**src/rtl/mem_bus_arbiter_if.sv**
```systemverilog
// rtl/mem_bus_arbiter_if.sv - fetch, data and memory bus signals of the memory bus arbiter
interface mem_bus_arbiter_if;
  // fetch port (IF stage)
  logic        i_req;
  logic [31:0] i_addr;
  logic [31:0] i_rdata;
  logic        i_ready_n;
  // data port (MEM stage)
  logic        d_req;
  logic        d_write;
  logic [1:0]  d_size;
  logic [31:0] d_addr;
  logic [31:0] d_wdata;
  logic [31:0] d_rdata;
  logic        d_ready_n;
  logic        d_busy;
  // unified memory bus
  logic        m_req;
  logic        m_write;
  logic [1:0]  m_size;
  logic [31:0] m_addr;
  logic [31:0] m_wdata;
  logic [31:0] m_rdata;
  logic        m_ready_n;
  // timeout abort pulse
  logic        err;

  // arbiter view: serves both requesters and masters the memory bus
  modport master (
    input  i_req, i_addr, d_req, d_write, d_size, d_addr, d_wdata, m_rdata, m_ready_n,
    output i_rdata, i_ready_n, d_rdata, d_ready_n, d_busy,
           m_req, m_write, m_size, m_addr, m_wdata, err
  );

  // environment view: pipeline requesters plus the memory itself
  modport slave (
    output i_req, i_addr, d_req, d_write, d_size, d_addr, d_wdata, m_rdata, m_ready_n,
    input  i_rdata, i_ready_n, d_rdata, d_ready_n, d_busy,
           m_req, m_write, m_size, m_addr, m_wdata, err
  );
endinterface

```
**src/rtl/mem_bus_arbiter.sv**
```systemverilog
// rtl/mem_bus_arbiter.sv - fetch/data arbiter for the unified memory bus; ARB_FAIR_EN adds fetch anti-starvation
module mem_bus_arbiter #(
  parameter int TO_CYCLES = 255,
  parameter int MAX_D_RUN = 4
) (
  input  logic              clk,
  input  logic              rst,
  mem_bus_arbiter_if.master bus
);

  typedef enum logic [1:0] {
    IDLE = 2'd0,
    IACC = 2'd1,
    DACC = 2'd2,
    RESP = 2'd3
  } state_t;

  // timeout fires at the end of the TO_CYCLES-th access cycle
  localparam logic [7:0] TO_LAST = 8'(TO_CYCLES - 1);

  if (TO_CYCLES < 1 || TO_CYCLES > 255) begin : g_bad_to_cycles
    $error("mem_bus_arbiter: TO_CYCLES must be in 1..255");
  end
  if (MAX_D_RUN < 1 || MAX_D_RUN > 255) begin : g_bad_max_d_run
    $error("mem_bus_arbiter: MAX_D_RUN must be in 1..255");
  end

  state_t      state_q, state_d;
  logic        owner_d_q, owner_d_d;   // 1: data port owns the bus, 0: fetch port
  logic        err_q, err_d;
  logic        grant_d, grant_i;
  logic        fetch_forced;
  logic        in_access;
  logic [7:0]  to_cnt_q;
  logic [31:0] m_addr_q, m_wdata_q, i_rdata_q, d_rdata_q;
  logic [1:0]  m_size_q;
  logic        m_write_q;

  assign in_access = (state_q == IACC) || (state_q == DACC);

`ifdef ARB_FAIR_EN
  localparam logic [7:0] RUN_MAX = 8'(MAX_D_RUN);
  logic [7:0] run_q;

  assign fetch_forced = bus.i_req && (run_q == RUN_MAX);

  // count back-to-back data grants; saturates so a waiting fetch is always let in
  always_ff @(posedge clk or negedge rst) begin
    if (!rst) begin
      run_q <= '0;
    end else if (grant_i) begin
      run_q <= '0;
    end else if (grant_d && (run_q != RUN_MAX)) begin
      run_q <= run_q + 8'd1;
    end
  end
`else
  assign fetch_forced = 1'b0;
`endif

  // next-state: data wins in IDLE (older instruction) unless fairness forces a fetch
  always_comb begin
    state_d   = state_q;
    owner_d_d = owner_d_q;
    err_d     = 1'b0;
    grant_d   = 1'b0;
    grant_i   = 1'b0;
    case (state_q)
      IDLE: begin
        if (bus.d_req && !fetch_forced) begin
          grant_d   = 1'b1;
          owner_d_d = 1'b1;
          state_d   = DACC;
        end else if (bus.i_req) begin
          grant_i   = 1'b1;
          owner_d_d = 1'b0;
          state_d   = IACC;
        end
      end
      IACC, DACC: begin
        if (!bus.m_ready_n) begin
          state_d = RESP;
        end else if (to_cnt_q == TO_LAST) begin
          err_d   = 1'b1;
          state_d = IDLE;
        end
      end
      RESP: begin
        state_d = IDLE;
      end
      default: begin
        state_d = IDLE;
      end
    endcase
  end

  // state, owner, abort pulse and per-access timeout counter
  always_ff @(posedge clk or negedge rst) begin
    if (!rst) begin
      state_q   <= IDLE;
      owner_d_q <= 1'b0;
      err_q     <= 1'b0;
      to_cnt_q  <= '0;
    end else begin
      state_q   <= state_d;
      owner_d_q <= owner_d_d;
      err_q     <= err_d;
      if (grant_d || grant_i) begin
        to_cnt_q <= '0;
      end else if (in_access && bus.m_ready_n) begin
        to_cnt_q <= to_cnt_q + 8'd1;
      end
    end
  end

  // latch the winner's request at grant; capture read data on completion (stores keep d_rdata)
  always_ff @(posedge clk or negedge rst) begin
    if (!rst) begin
      m_addr_q  <= '0;
      m_wdata_q <= '0;
      m_size_q  <= 2'b00;
      m_write_q <= 1'b0;
      i_rdata_q <= '0;
      d_rdata_q <= '0;
    end else begin
      if (grant_d) begin
        m_addr_q  <= bus.d_addr;
        m_wdata_q <= bus.d_wdata;
        m_size_q  <= bus.d_size;
        m_write_q <= bus.d_write;
      end else if (grant_i) begin
        m_addr_q  <= bus.i_addr;
        m_size_q  <= 2'b10;
        m_write_q <= 1'b0;
      end
      if ((state_q == IACC) && !bus.m_ready_n) begin
        i_rdata_q <= bus.m_rdata;
      end
      if ((state_q == DACC) && !bus.m_ready_n && !m_write_q) begin
        d_rdata_q <= bus.m_rdata;
      end
    end
  end

  // m_req follows the state so an asynchronous reset drops it immediately
  assign bus.m_req     = in_access;
  assign bus.m_write   = m_write_q;
  assign bus.m_size    = m_size_q;
  assign bus.m_addr    = m_addr_q;
  assign bus.m_wdata   = m_wdata_q;
  assign bus.i_rdata   = i_rdata_q;
  assign bus.d_rdata   = d_rdata_q;
  assign bus.i_ready_n = !((state_q == RESP) && !owner_d_q);
  assign bus.d_ready_n = !((state_q == RESP) && owner_d_q);
  assign bus.d_busy    = (state_q == IACC) || ((state_q == RESP) && !owner_d_q);
  assign bus.err       = err_q;

endmodule

```
**src/flat_wrapper.sv**
```systemverilog
// flat-port wrapper written by rule: the top's interface ports become plain ports
module mem_bus_arbiter_flat 
#(
  parameter int TO_CYCLES = 255,
  parameter int MAX_D_RUN = 4
)
  (clk, rst, bus_i_req, bus_i_addr, bus_d_req, bus_d_write, bus_d_size, bus_d_addr, bus_d_wdata, bus_m_rdata, bus_m_ready_n, bus_i_rdata, bus_i_ready_n, bus_d_rdata, bus_d_ready_n, bus_d_busy, bus_m_req, bus_m_write, bus_m_size, bus_m_addr, bus_m_wdata, bus_err);
  mem_bus_arbiter_if bus_i ();
  input  logic clk;
  input  logic rst;
  input wire logic [$bits(bus_i.i_req)-1:0] bus_i_req;
  input wire logic [$bits(bus_i.i_addr)-1:0] bus_i_addr;
  input wire logic [$bits(bus_i.d_req)-1:0] bus_d_req;
  input wire logic [$bits(bus_i.d_write)-1:0] bus_d_write;
  input wire logic [$bits(bus_i.d_size)-1:0] bus_d_size;
  input wire logic [$bits(bus_i.d_addr)-1:0] bus_d_addr;
  input wire logic [$bits(bus_i.d_wdata)-1:0] bus_d_wdata;
  input wire logic [$bits(bus_i.m_rdata)-1:0] bus_m_rdata;
  input wire logic [$bits(bus_i.m_ready_n)-1:0] bus_m_ready_n;
  output wire logic [$bits(bus_i.i_rdata)-1:0] bus_i_rdata;
  output wire logic [$bits(bus_i.i_ready_n)-1:0] bus_i_ready_n;
  output wire logic [$bits(bus_i.d_rdata)-1:0] bus_d_rdata;
  output wire logic [$bits(bus_i.d_ready_n)-1:0] bus_d_ready_n;
  output wire logic [$bits(bus_i.d_busy)-1:0] bus_d_busy;
  output wire logic [$bits(bus_i.m_req)-1:0] bus_m_req;
  output wire logic [$bits(bus_i.m_write)-1:0] bus_m_write;
  output wire logic [$bits(bus_i.m_size)-1:0] bus_m_size;
  output wire logic [$bits(bus_i.m_addr)-1:0] bus_m_addr;
  output wire logic [$bits(bus_i.m_wdata)-1:0] bus_m_wdata;
  output wire logic [$bits(bus_i.err)-1:0] bus_err;
  assign bus_i.i_req = bus_i_req;
  assign bus_i.i_addr = bus_i_addr;
  assign bus_i.d_req = bus_d_req;
  assign bus_i.d_write = bus_d_write;
  assign bus_i.d_size = bus_d_size;
  assign bus_i.d_addr = bus_d_addr;
  assign bus_i.d_wdata = bus_d_wdata;
  assign bus_i.m_rdata = bus_m_rdata;
  assign bus_i.m_ready_n = bus_m_ready_n;
  assign bus_i_rdata = bus_i.i_rdata;
  assign bus_i_ready_n = bus_i.i_ready_n;
  assign bus_d_rdata = bus_i.d_rdata;
  assign bus_d_ready_n = bus_i.d_ready_n;
  assign bus_d_busy = bus_i.d_busy;
  assign bus_m_req = bus_i.m_req;
  assign bus_m_write = bus_i.m_write;
  assign bus_m_size = bus_i.m_size;
  assign bus_m_addr = bus_i.m_addr;
  assign bus_m_wdata = bus_i.m_wdata;
  assign bus_err = bus_i.err;
  mem_bus_arbiter #(.TO_CYCLES(TO_CYCLES), .MAX_D_RUN(MAX_D_RUN)) u_core (.clk(clk), .rst(rst), .bus(bus_i));
endmodule
```
**config.mk**
```make
export PLATFORM = sky130hd
export DESIGN_NAME = mem_bus_arbiter_flat
export DESIGN_NICKNAME = d
export VERILOG_FILES = /design/src/rtl/mem_bus_arbiter_if.sv /design/src/rtl/mem_bus_arbiter.sv /design/src/flat_wrapper.sv
export SDC_FILE = /design/constraint.sdc
export NUM_CORES = 1
export LEC_CHECK = 0
export CORE_MARGIN = 2
export CORE_UTILIZATION = 37
export DETAILED_ROUTE_END_ITERATION = 7
export PLACE_DENSITY = 0.76
export SKIP_CTS_REPAIR_TIMING = 1
export SLEW_MARGIN = 0
export SYNTH_ARGS = -nofsm -noshare
export SYNTH_HDL_FRONTEND = slang
export SYNTH_SLANG_ARGS = --single-unit
```
**constraint.sdc**
```tcl
create_clock -name clk -period 1.7 [get_ports clk]
set_clock_uncertainty 0.1 [all_clocks]
set_input_delay 0.425 -clock clk [delete_from_list [all_inputs] [get_ports clk]]
set_output_delay 0.425 -clock clk [all_outputs]
set_load 0.03 [all_outputs]
```
==> impl_metrics.env, run 1 <==
export IMPL_placed_cell_area_um2=9047
export IMPL_die_area_um2=16790
export IMPL_synthCells=431
export IMPL_num_antenna_cells=0
export IMPL_ys_async_sr_fraction_pct=100.0
export IMPL_clock_period_minus_final_worst_setup_slack_ns=2.011
export IMPL_port_buffer_count=271
export IMPL_core_area_um2=15310
export IMPL_worstSetupEndpointType="primary output"
export IMPL_drive_gt1_share_pct=36.13
export IMPL_h_tree_depth=4
export IMPL_final_core_util_pct=71.18
export IMPL_slew_hr_pct=69.14
export IMPL_yosysSeqAreaShare_pct=61.33
export IMPL_crit_reg2reg_launch="u_core.state_q[0]$_DFFE_PN0P_"
export IMPL_clock_buffer_count_from_cts=17
export IMPL_timing_hold_worst_class="flip-flop to flip-flop"
export IMPL_post_route_drc_count=0
export IMPL_timing_critical_path_fanout_max=2
export IMPL_cts_sink_count=143
export IMPL_hold_depth=1
export IMPL_critPathSlowestCell="sky130_fd_sc_hd__dfrtp_1"
export IMPL_clk_root_buffer_cell="sky130_fd_sc_hd__clkbuf_16"
export IMPL_start_kind="flip-flop"
export IMPL_grt_first_pass_wirelength_mm=25.96
export IMPL_synthesis_nets=574
export IMPL_wl_per_cell_um=20.34
export IMPL_r2r_end="u_core.bus.d_rdata[17]$_DFFE_PN0P_"
export IMPL_drt_total_wl_mm=19.83
export IMPL_die_w_um=129.6
export IMPL_setup_total_negative_slack_ns=-12.93
export IMPL_cts_tree="yes"
export IMPL_worst_ir_drop_vdd_mv=1.183
export IMPL_clkTransAtPathRegs_ns=0.06
export IMPL_violations="negative setup slack"
export IMPL_synth_enable_flop_cells=0
export IMPL_grt_setup_unrepaired="yes"
export IMPL_grt_pass1_vias=5247
export IMPL_timing_final_hold_violations=0
export IMPL_setup_violations=106
export IMPL_min_delay_worst_endpoint="u_core.bus.m_wdata[2]$_DFFE_PN0N_"
export IMPL_netlist_cell_type_count=33
export IMPL_worst_r2r_setup_slack_ns=-0.27
export IMPL_worst_r2r_path_depth=8
export IMPL_dr_pass1_iters=4
export IMPL_power_static_leakage_uw=0.005555
export IMPL_timing_critical_path_arrival_ns=1.49
export IMPL_post_route_cell_area_um2=10900
export IMPL_status="finished with violations"
export IMPL_synth_ff_latch_count=143
export IMPL_report_final_slew_viol_count=0
export IMPL_numPlacedInstances=912
export IMPL_globalRouteTotalUtil_pct=19.92
export IMPL_setup_ws_ns=-0.3108
export IMPL_route_detailed_vias_per_inst=5.254
export IMPL_path_cells="buf_6 > ha_1 > nand2b_1 > buf_12"
export IMPL_postSynth_topFlopCell="sky130_fd_sc_hd__dfrtp_1"
export IMPL_nNetsFinal=894
export IMPL_syn_area_um2=5834
export IMPL_placer_s_final_routability_congestion_estimate=0.8034
export IMPL_ant_nets=0
export IMPL_final_period_utilization_pct=118.3
export IMPL_floorplan_io_pins=272
export IMPL_dpl_hpwl_mm=12.44
export IMPL_height_of_the_chip_um=129.6
export IMPL_grt_start_max_net_pins=46
export IMPL_initial_utilization_pct=38.10
export IMPL_antenna_found_initial=0
export IMPL_hold_start="u_core.bus.m_wdata[2]$_DFFE_PN0N_"
export IMPL_area_growth_synth_to_final_pct=86.83
export IMPL_cp_slowest_stage_delay_ns=0.39
export IMPL_floorplan_rows=45
export IMPL_grt_overflow_total=0
export IMPL_tightest_slew_ns=0.4629
export IMPL_vias=5123
export IMPL_avgSynthCellArea_um2=13.54
export IMPL_max_freq_mhz=497.3
export IMPL_ys_warn_count=0
export IMPL_cts_max_path_buffers=2
export IMPL_critPathKind="flip-flop to primary output"
export IMPL_max_cap_violations=0
export IMPL_instances_no_fill=975
export IMPL_clock_latency_ns=0.41
export IMPL_drt_iter0_drc=149
export IMPL_critPathRequiredTime_ns=1.17
export IMPL_power_density_nw_per_um2=2096
-- synth_stat cells, types with 5 or more instances --
library cell	n	area [µm²]
sky130_fd_sc_hd__dfrtp_1	143	3578
sky130_fd_sc_hd__mux2_2	96	1081
sky130_fd_sc_hd__o22ai_1	63	394.1
sky130_fd_sc_hd__a21oi_1	32	160.2
sky130_fd_sc_hd__nand2_1	12	45.04
sky130_fd_sc_hd__clkbuf_1	11	41.29
sky130_fd_sc_hd__buf_4	9	67.56
sky130_fd_sc_hd__buf_2	7	35.03
sky130_fd_sc_hd__ha_1	7	87.58
sky130_fd_sc_hd__nor2_1	7	26.28
sky130_fd_sc_hd__xor2_1	5	43.79
-- registers in the layout, indices dropped and copies added, names as in the netlist --
name,count
u_core.to_cnt_q,8
u_core.bus.i_rdata,32
u_core.owner_d_q,1
u_core.bus.d_rdata,32
u_core.state_q,2
u_core.bus.m_write,1
u_core.bus.m_size,2
u_core.bus.m_wdata,32
u_core.bus.err,1
u_core.bus.m_addr,32
-- critical path, delay by kind of cell, from the launching register on --
family / cells / cell delay, ns
buf+inv: 2 / 0.27
simple gates: 1 / 0.19
fa+ha+maj: 1 / 0.21
flops: 1 / 0.39
-- cell type report --
cell class / instances / area [µm²]
clock buffer: 17 / 425.4
tap: 211 / 264.0
clock inverter: 15 / 157.7
sequential: 143 / 3580
fill: 962 / 4414
timing repair buffer: 332 / 3849
multi-input combinational: 253 / 2608
inverter: 4 / 17.52
-- power breakdown --
part | internal (µW) | switching (µW) | total (µW)
Combinational | 6170 | 6710 | 12900
Sequential | 5070 | 1210 | 6280
Clock | 2180 | 1500 | 3680
Total | 13400 | 9420 | 22800
-- per-stage QoR --
stage	power (µW)	worst slack, ns	hold slack (ns)
after floorplan	12290	-0.01952	0.02941
after global placement	16910	-0.2825	0.2755
after detailed placement	17250	-0.3098	0.2869
after CTS	20990	-0.4191	-0.1570
after global routing	23840	-0.3657	0.4091
final	22840	-0.3108	0.3982
-- how the worst max path moves through the flow --
| stage | cells after the start | start | slack, ns | endpoint |
|---|---|---|---|---|
| finish | 4 | u_core.state_q[0]$_DFFE_PN0P_ | -0.31 | bus_d_busy |
| global route | 4 | u_core.state_q[0]$_DFFE_PN0P_ | -0.37 | bus_d_busy |
| CTS | 5 | u_core.state_q[0]$_DFFE_PN0P_ | -0.42 | bus_d_busy |
| detailed placement | 5 | bus_d_req | -0.31 | u_core.to_cnt_q[7]$_DFFE_PN0P_ |
| global placement | 4 | bus_m_ready_n | -0.28 | u_core.bus.d_rdata[30]$_DFFE_PN0P_ |
| floorplan | 7 | u_core.state_q[0]$_DFFE_PN0P_ | -0.02 | u_core.state_q[0]$_DFFE_PN0P_ |
-- per-layer routing --
metal | global-route usage (%) | up-vias | wire length, µm
li1 | - | 2242 | -
met4 | 6.958 | 0 | 483
met3 | 6.813 | 38 | 1549
met2 | 35.29 | 246 | 10360
met5 | 0 | - | 0
met1 | 22.36 | 2597 | 7435
-- logic make-up (layout without fill, tap and decap cells) --
kind of cell	Yosys count	after routing	synth area share, %
and+or+nand+nor	37	37	3.345
buffers and inverters	35	368	3.238
xor gates and xnor gates	6	6	0.9007
AOI/OAI and AO/OA	104	104	10.59
adders and majority gates	7	7	1.501
muxes	99	99	19.09
DFF	143	143	61.33
-- layout by cell type (no fill, tap or decap), types with 5 or more instances in the layout --
master                            count
sky130_fd_sc_hd__clkbuf_2            14
sky130_fd_sc_hd__a21oi_2             13
sky130_fd_sc_hd__dlymetal6s2s_1     117
sky130_fd_sc_hd__dfrtp_1            142
sky130_fd_sc_hd__mux2_4              25
sky130_fd_sc_hd__o22ai_1             28
sky130_fd_sc_hd__buf_12              19
sky130_fd_sc_hd__a21oi_1             19
sky130_fd_sc_hd__mux2_2              71
sky130_fd_sc_hd__buf_4               19
sky130_fd_sc_hd__buf_6               16
sky130_fd_sc_hd__o22ai_2             24
sky130_fd_sc_hd__clkbuf_16           25
sky130_fd_sc_hd__nand2_1              6
sky130_fd_sc_hd__nor2_1               7
sky130_fd_sc_hd__xor2_1               5
sky130_fd_sc_hd__clkdlybuf4s50_1    134
sky130_fd_sc_hd__inv_6                5
sky130_fd_sc_hd__o22ai_4             11
Note: power is estimated with default switching activity, not from simulation.
==> run 2: changes to the inputs <==
Settings changed: CORE_UTILIZATION 37 to 50, DONT_BUFFER_PORTS from default to 1, PLACE_DENSITY 0.76 to 0.68, SLEW_MARGIN 0 to default.
==> impl_metrics.env, run 2 (synthesis gave the netlist of run 1 again) <==
export IMPL_status="finished with violations"
export IMPL_violations="negative hold slack, negative setup slack"
export IMPL_wl_per_cell_um=23.69
export IMPL_power_static_leakage_uw=0.003028
export IMPL_cts_max_path_buffers=2
export IMPL_drive_gt1_share_pct=36.84
export IMPL_power_share_switching_pct=43.21
export IMPL_grt_first_pass_wirelength_mm=20.39
export IMPL_clock_period_minus_final_worst_setup_slack_ns=1.911
export IMPL_drt_total_wl_mm=14.19
export IMPL_critPathKind="flip-flop to primary output"
export IMPL_clkTransAtPathRegs_ns=0.06
export IMPL_mostFrequentLayoutCells="142 x sky130_fd_sc_hd__dfrtp_1, 63 x sky130_fd_sc_hd__o22ai_1, 62 x sky130_fd_sc_hd__mux2_2"
export IMPL_nNetsFinal=586
export IMPL_die_area_um2=12550
export IMPL_report_final_slew_viol_count=0
export IMPL_initial_utilization_pct=51.10
export IMPL_timing_hold_worst_class="primary input to async pin"
export IMPL_final_common_cell="sky130_fd_sc_hd__dfrtp_1"
export IMPL_setup_ws_ns=-0.2105
export IMPL_max_freq_mhz=523.4
export IMPL_share_of_total_power_in_sequential_cells_pct=53.0
export IMPL_route_detailed_vias_per_inst=6.140
export IMPL_grt_start_max_net_pins=144
export IMPL_power_net_switching_uw=7855
export IMPL_p_int_uw=10330
export IMPL_floorplan_rows=39
export IMPL_num_antenna_cells=0
export IMPL_h_tree_depth=4
export IMPL_area_growth_synth_to_final_pct=20.59
export IMPL_clk_root_buffer_cell="sky130_fd_sc_hd__clkbuf_16"
export IMPL_grt_setup_unrepaired="yes"
export IMPL_globalRouteTotalUtil_pct=21.06
export IMPL_setup_violations=25
export IMPL_clock_latency_ns=0.41
export IMPL_worst_ir_drop_vdd_mv=1.501
export IMPL_fillerInstances=875
export IMPL_post_route_drc_count=0
export IMPL_tightest_slew_ns=0.4473
export IMPL_slew_hr_pct=69.87
export IMPL_port_buffer_count=0
export IMPL_final_period_utilization_pct=112.4
export IMPL_antenna_found_initial=0
export IMPL_ant_nets=0
export IMPL_clock_power_share_pct=22.8
export IMPL_core_area_um2=11420
export IMPL_critPathRequiredTime_ns=1.17
export IMPL_clock_buffer_count_from_cts=17
export IMPL_setup_total_negative_slack_ns=-1.206
export IMPL_dpl_hpwl_mm=9.202
export IMPL_holdWs_ns=-0.3896
export IMPL_cts_tree="yes"
export IMPL_cts_sink_count=143
export IMPL_dr_pass1_iters=4
export IMPL_power_density_nw_per_um2=2584
export IMPL_vias=3678
export IMPL_max_cap_violations=0
export IMPL_floorplan_io_pins=272
export IMPL_timing_critical_path_arrival_ns=1.39
export IMPL_comb_power_share_pct=24.3
export IMPL_grt_overflow_total=0
export IMPL_timing_final_hold_violations=143
export IMPL_start_kind="flip-flop"
export IMPL_grt_pass1_vias=3829
export IMPL_place_worst_setup_slack_ns=0.03224
export IMPL_timing_critical_path_fanout_max=3
export IMPL_die_w_um=112.0
export IMPL_drt_iter0_drc=277
export IMPL_placer_s_final_routability_congestion_estimate=0.8365
export IMPL_worstSetupEndpointType="primary output"
export IMPL_height_of_the_chip_um=112.0
-- run 2: power by group through the flow --
stage | combinational [µW] | sequential (µW) | clock (µW)
6_report | 4410 | 9630 | 4140
3_3_place_gp | 3540 | 9610 | 0
4_1_cts | 3760 | 9610 | 4210
5_1_grt | 4810 | 9810 | 4360
3_5_place_dp | 3770 | 9640 | 0
2_1_floorplan | 3110 | 9180 | 0
-- run 2: layout make-up --
type / instances / area, µm² / share of cell area (%)
Multi-Input combinational cell: 253 / 2275 / 32.33
Inverter: 4 / 17.52 / 0.2490
Sequential cell: 143 / 3580 / 50.88
Tap cell: 143 / 178.9 / 2.543
Clock inverter: 12 / 205.2 / 2.917
Clock buffer: 20 / 466.7 / 6.633
Timing Repair Buffer: 24 / 312.8 / 4.446
-- run 2: per-stage QoR --
stage          hold WS [ns]  util [%]  std cells  cell area, µm²  total power (µW)
5_1_grt             -0.4193     61.62        599            7036             18980
3_3_place_gp        0.03239     52.88        560            6038             13150
3_5_place_dp        0.03224     52.88        560            6038             13410
2_1_floorplan       0.02941         -        431            5863             12290
6_report            -0.3896     61.62        599            7036             18180
4_1_cts             -0.4125     58.77        592            6710             17580
-- run 2: metal layers --
| metal | part of all wire, % | global-route usage [%] | vias up |
|---|---|---|---|
| met2 | 51 | 35.60 | 224 |
| met3 | 10 | 8.909 | 26 |
| li1 | - | - | 1610 |
| met5 | 0 | 0 | - |
| met1 | 36 | 23.40 | 1818 |
| met4 | 2.3 | 9.268 | 0 |
-- run 2: final timing paths --
| check | from | to | slack, ns | cells after the start |
|---|---|---|---|---|
| setup / recovery | u_core.state_q[0]$_DFFE_PN0P_ | bus_d_busy | -0.21 | 5 |
| setup reg to reg | u_core.state_q[0]$_DFFE_PN0P_ | u_core.bus.d_rdata[26]$_DFFE_PN0P_ | -0.04 | 6 |
| max in group asynchronous | rst | u_core.bus.m_addr[10]$_DFFE_PN0N_ | 1.69 | 0 |
| min in group clk | bus_m_ready_n | u_core.bus.err$_DFF_PN0_ | 0.03 | 2 |
| hold / removal | rst | u_core.bus.d_rdata[12]$_DFFE_PN0P_ | -0.39 | 0 |
| hold reg to reg | u_core.owner_d_q$_DFFE_PN0P_ | u_core.owner_d_q$_DFFE_PN0P_ | 0.41 | 2 |
-- run 2: critical path: stages, from the launching register on --
cell	delay (ns)
sky130_fd_sc_hd__dfrtp_1	0.40
sky130_fd_sc_hd__buf_6	0.14
sky130_fd_sc_hd__ha_4	0.16
sky130_fd_sc_hd__nand2b_4	0.08
sky130_fd_sc_hd__nand2b_4	0.06
sky130_fd_sc_hd__buf_6	0.13
==> run 3: changes to the inputs <==
Settings changed: CORE_UTILIZATION 50 to 40, PLACE_DENSITY 0.68 to default.
==> impl_metrics.env, run 3 (synthesis gave the netlist of run 1 again) <==
export IMPL_dr_pass1_iters=4
export IMPL_max_cap_violations=0
export IMPL_clock_latency_ns=0.41
export IMPL_fillerInstances=1245
export IMPL_core_area_um2=14370
export IMPL_report_final_slew_viol_count=0
export IMPL_grt_pass1_vias=3811
export IMPL_area_growth_synth_to_final_pct=18.49
export IMPL_start_kind="flip-flop"
export IMPL_setup_ws_ns=-0.2091
export IMPL_floorplan_io_pins=272
export IMPL_drt_iter0_drc=200
export IMPL_final_period_utilization_pct=112.3
export IMPL_critPathKind="flip-flop to primary output"
export IMPL_clock_period_minus_final_worst_setup_slack_ns=1.909
export IMPL_slew_hr_pct=66.74
export IMPL_crit_buf_inv=2
export IMPL_timing_critical_path_fanout_max=3
export IMPL_critPathRequiredTime_ns=1.17
export IMPL_path_cells="buf_6 > ha_4 > nand2b_4 > nand2b_4 > buf_6"
export IMPL_holdWs_ns=-0.3963
export IMPL_worstSetupEndpointType="primary output"
export IMPL_place_worst_setup_slack_ns=0.01154
export IMPL_globalRouteTotalUtil_pct=17.20
export IMPL_die_w_um=124.8
export IMPL_post_route_cell_area_um2=6913
export IMPL_category_of_cells_accounting_for_the_largest_share_of_critical_path_delay="flip-flops"
export IMPL_nNetsFinal=585
export IMPL_power_uw=17460
export IMPL_height_of_the_chip_um=124.8
export IMPL_wl_per_cell_um=21.66
export IMPL_grt_overflow_total=0
export IMPL_grt_setup_unrepaired="yes"
export IMPL_h_tree_depth=4
export IMPL_antenna_found_initial=0
export IMPL_cts_tree="yes"
export IMPL_route_detailed_vias_per_inst=5.657
export IMPL_drive_gt1_share_pct=36.70
export IMPL_num_antenna_cells=0
export IMPL_critPathSlowestCell="sky130_fd_sc_hd__dfrtp_1"
export IMPL_worst_ir_drop_vdd_mv=0.9994
export IMPL_power_density_nw_per_um2=2526
export IMPL_clock_buffer_count_from_cts=17
export IMPL_violations="negative hold slack, negative setup slack"
export IMPL_port_buffer_count=0
export IMPL_timing_final_hold_violations=143
export IMPL_drt_total_wl_mm=13.84
export IMPL_final_common_cell="sky130_fd_sc_hd__dfrtp_1"
export IMPL_mostFrequentLayoutCells="142 x sky130_fd_sc_hd__dfrtp_1, 78 x sky130_fd_sc_hd__mux2_2, 63 x sky130_fd_sc_hd__o22ai_1"
export IMPL_dpl_hpwl_mm=9.225
export IMPL_vias=3615
export IMPL_setup_violations=36
export IMPL_post_route_drc_count=0
export IMPL_die_area_um2=15570
export IMPL_max_freq_mhz=523.8
export IMPL_placer_s_final_routability_congestion_estimate=0.7679
export IMPL_cp_slowest_stage_delay_ns=0.41
export IMPL_clk_root_buffer_cell="sky130_fd_sc_hd__clkbuf_16"
export IMPL_final_core_util_pct=48.11
export IMPL_ant_nets=0
export IMPL_grt_start_max_net_pins=144
export IMPL_cts_sink_count=143
export IMPL_timing_critical_path_arrival_ns=1.38
export IMPL_grt_first_pass_wirelength_mm=21.00
export IMPL_tightest_slew_ns=0.4936
export IMPL_placed_cell_area_um2=6075
export IMPL_status="finished with violations"
export IMPL_floorplan_rows=44
export IMPL_cts_max_path_buffers=2
export IMPL_initial_utilization_pct=40.60
export IMPL_timing_hold_worst_class="primary input to async pin"
export IMPL_power_static_leakage_uw=0.002931
export IMPL_clkTransAtPathRegs_ns=0.06
## run 3: cell count changes in the layout (fill, tap and decap cells not counted), sizes merged
cell,before,now
clkinv,3,8
clkbuf,23,21
bufinv,5,2
inv,6,5
## run 3: where the power goes
| group | switching (µW) | internal [µW] |
|---|---|---|
| clock | 1420 | 2240 |
| sequential | 4580 | 5030 |
| combinational | 1760 | 2430 |
| total | 7770 | 9700 |
## run 3: final cells by class
cell class	count	area (µm²)	share of cell area, %
clock inverters	13	138.9	2.009
multi-input cells	253	2218	32.09
inverters	4	17.52	0.2534
repair buffers	23	275.3	3.982
flip-flops and latches	143	3580	51.78
well taps	184	230.2	3.330
clock buffers	19	452.9	6.552
## run 3: path summary, 6_finish.rpt
| check | from | end | slack [ns] | cells past startpoint |
|---|---|---|---|---|
| max in group asynchronous | rst | u_core.state_q[1]$_DFFE_PN0P_ | 1.59 | 0 |
| worst min-delay path | rst | u_core.bus.i_rdata[10]$_DFFE_PN0P_ | -0.40 | 0 |
| min in group clk | bus_m_ready_n | u_core.bus.err$_DFF_PN0_ | 0.05 | 2 |
| worst min register to register | u_core.to_cnt_q[6]$_DFFE_PN0P_ | u_core.to_cnt_q[6]$_DFFE_PN0P_ | 0.45 | 2 |
| worst max register to register | u_core.state_q[0]$_DFFE_PN0P_ | u_core.bus.d_rdata[18]$_DFFE_PN0P_ | -0.16 | 5 |
| worst max-delay path | u_core.state_q[0]$_DFFE_PN0P_ | bus_d_busy | -0.21 | 5 |
## run 3: per-layer routing
layer | GRT usage [%] | up-vias | part of all wire [%]
met5 | 0 | - | 0
met4 | 5.420 | 0 | 1.4
met3 | 8.892 | 13 | 10
met2 | 29.12 | 208 | 52
met1 | 18.70 | 1779 | 37
li1 | - | 1615 | -
## run 3: per-stage QoR
stage               setup TNS (ns)  cells
CTS                         -1.104    631
global placement                 0    599
detailed placement               0    599
floorplan                 -0.04149    431
finish                      -5.180    639
global route                -7.119    639
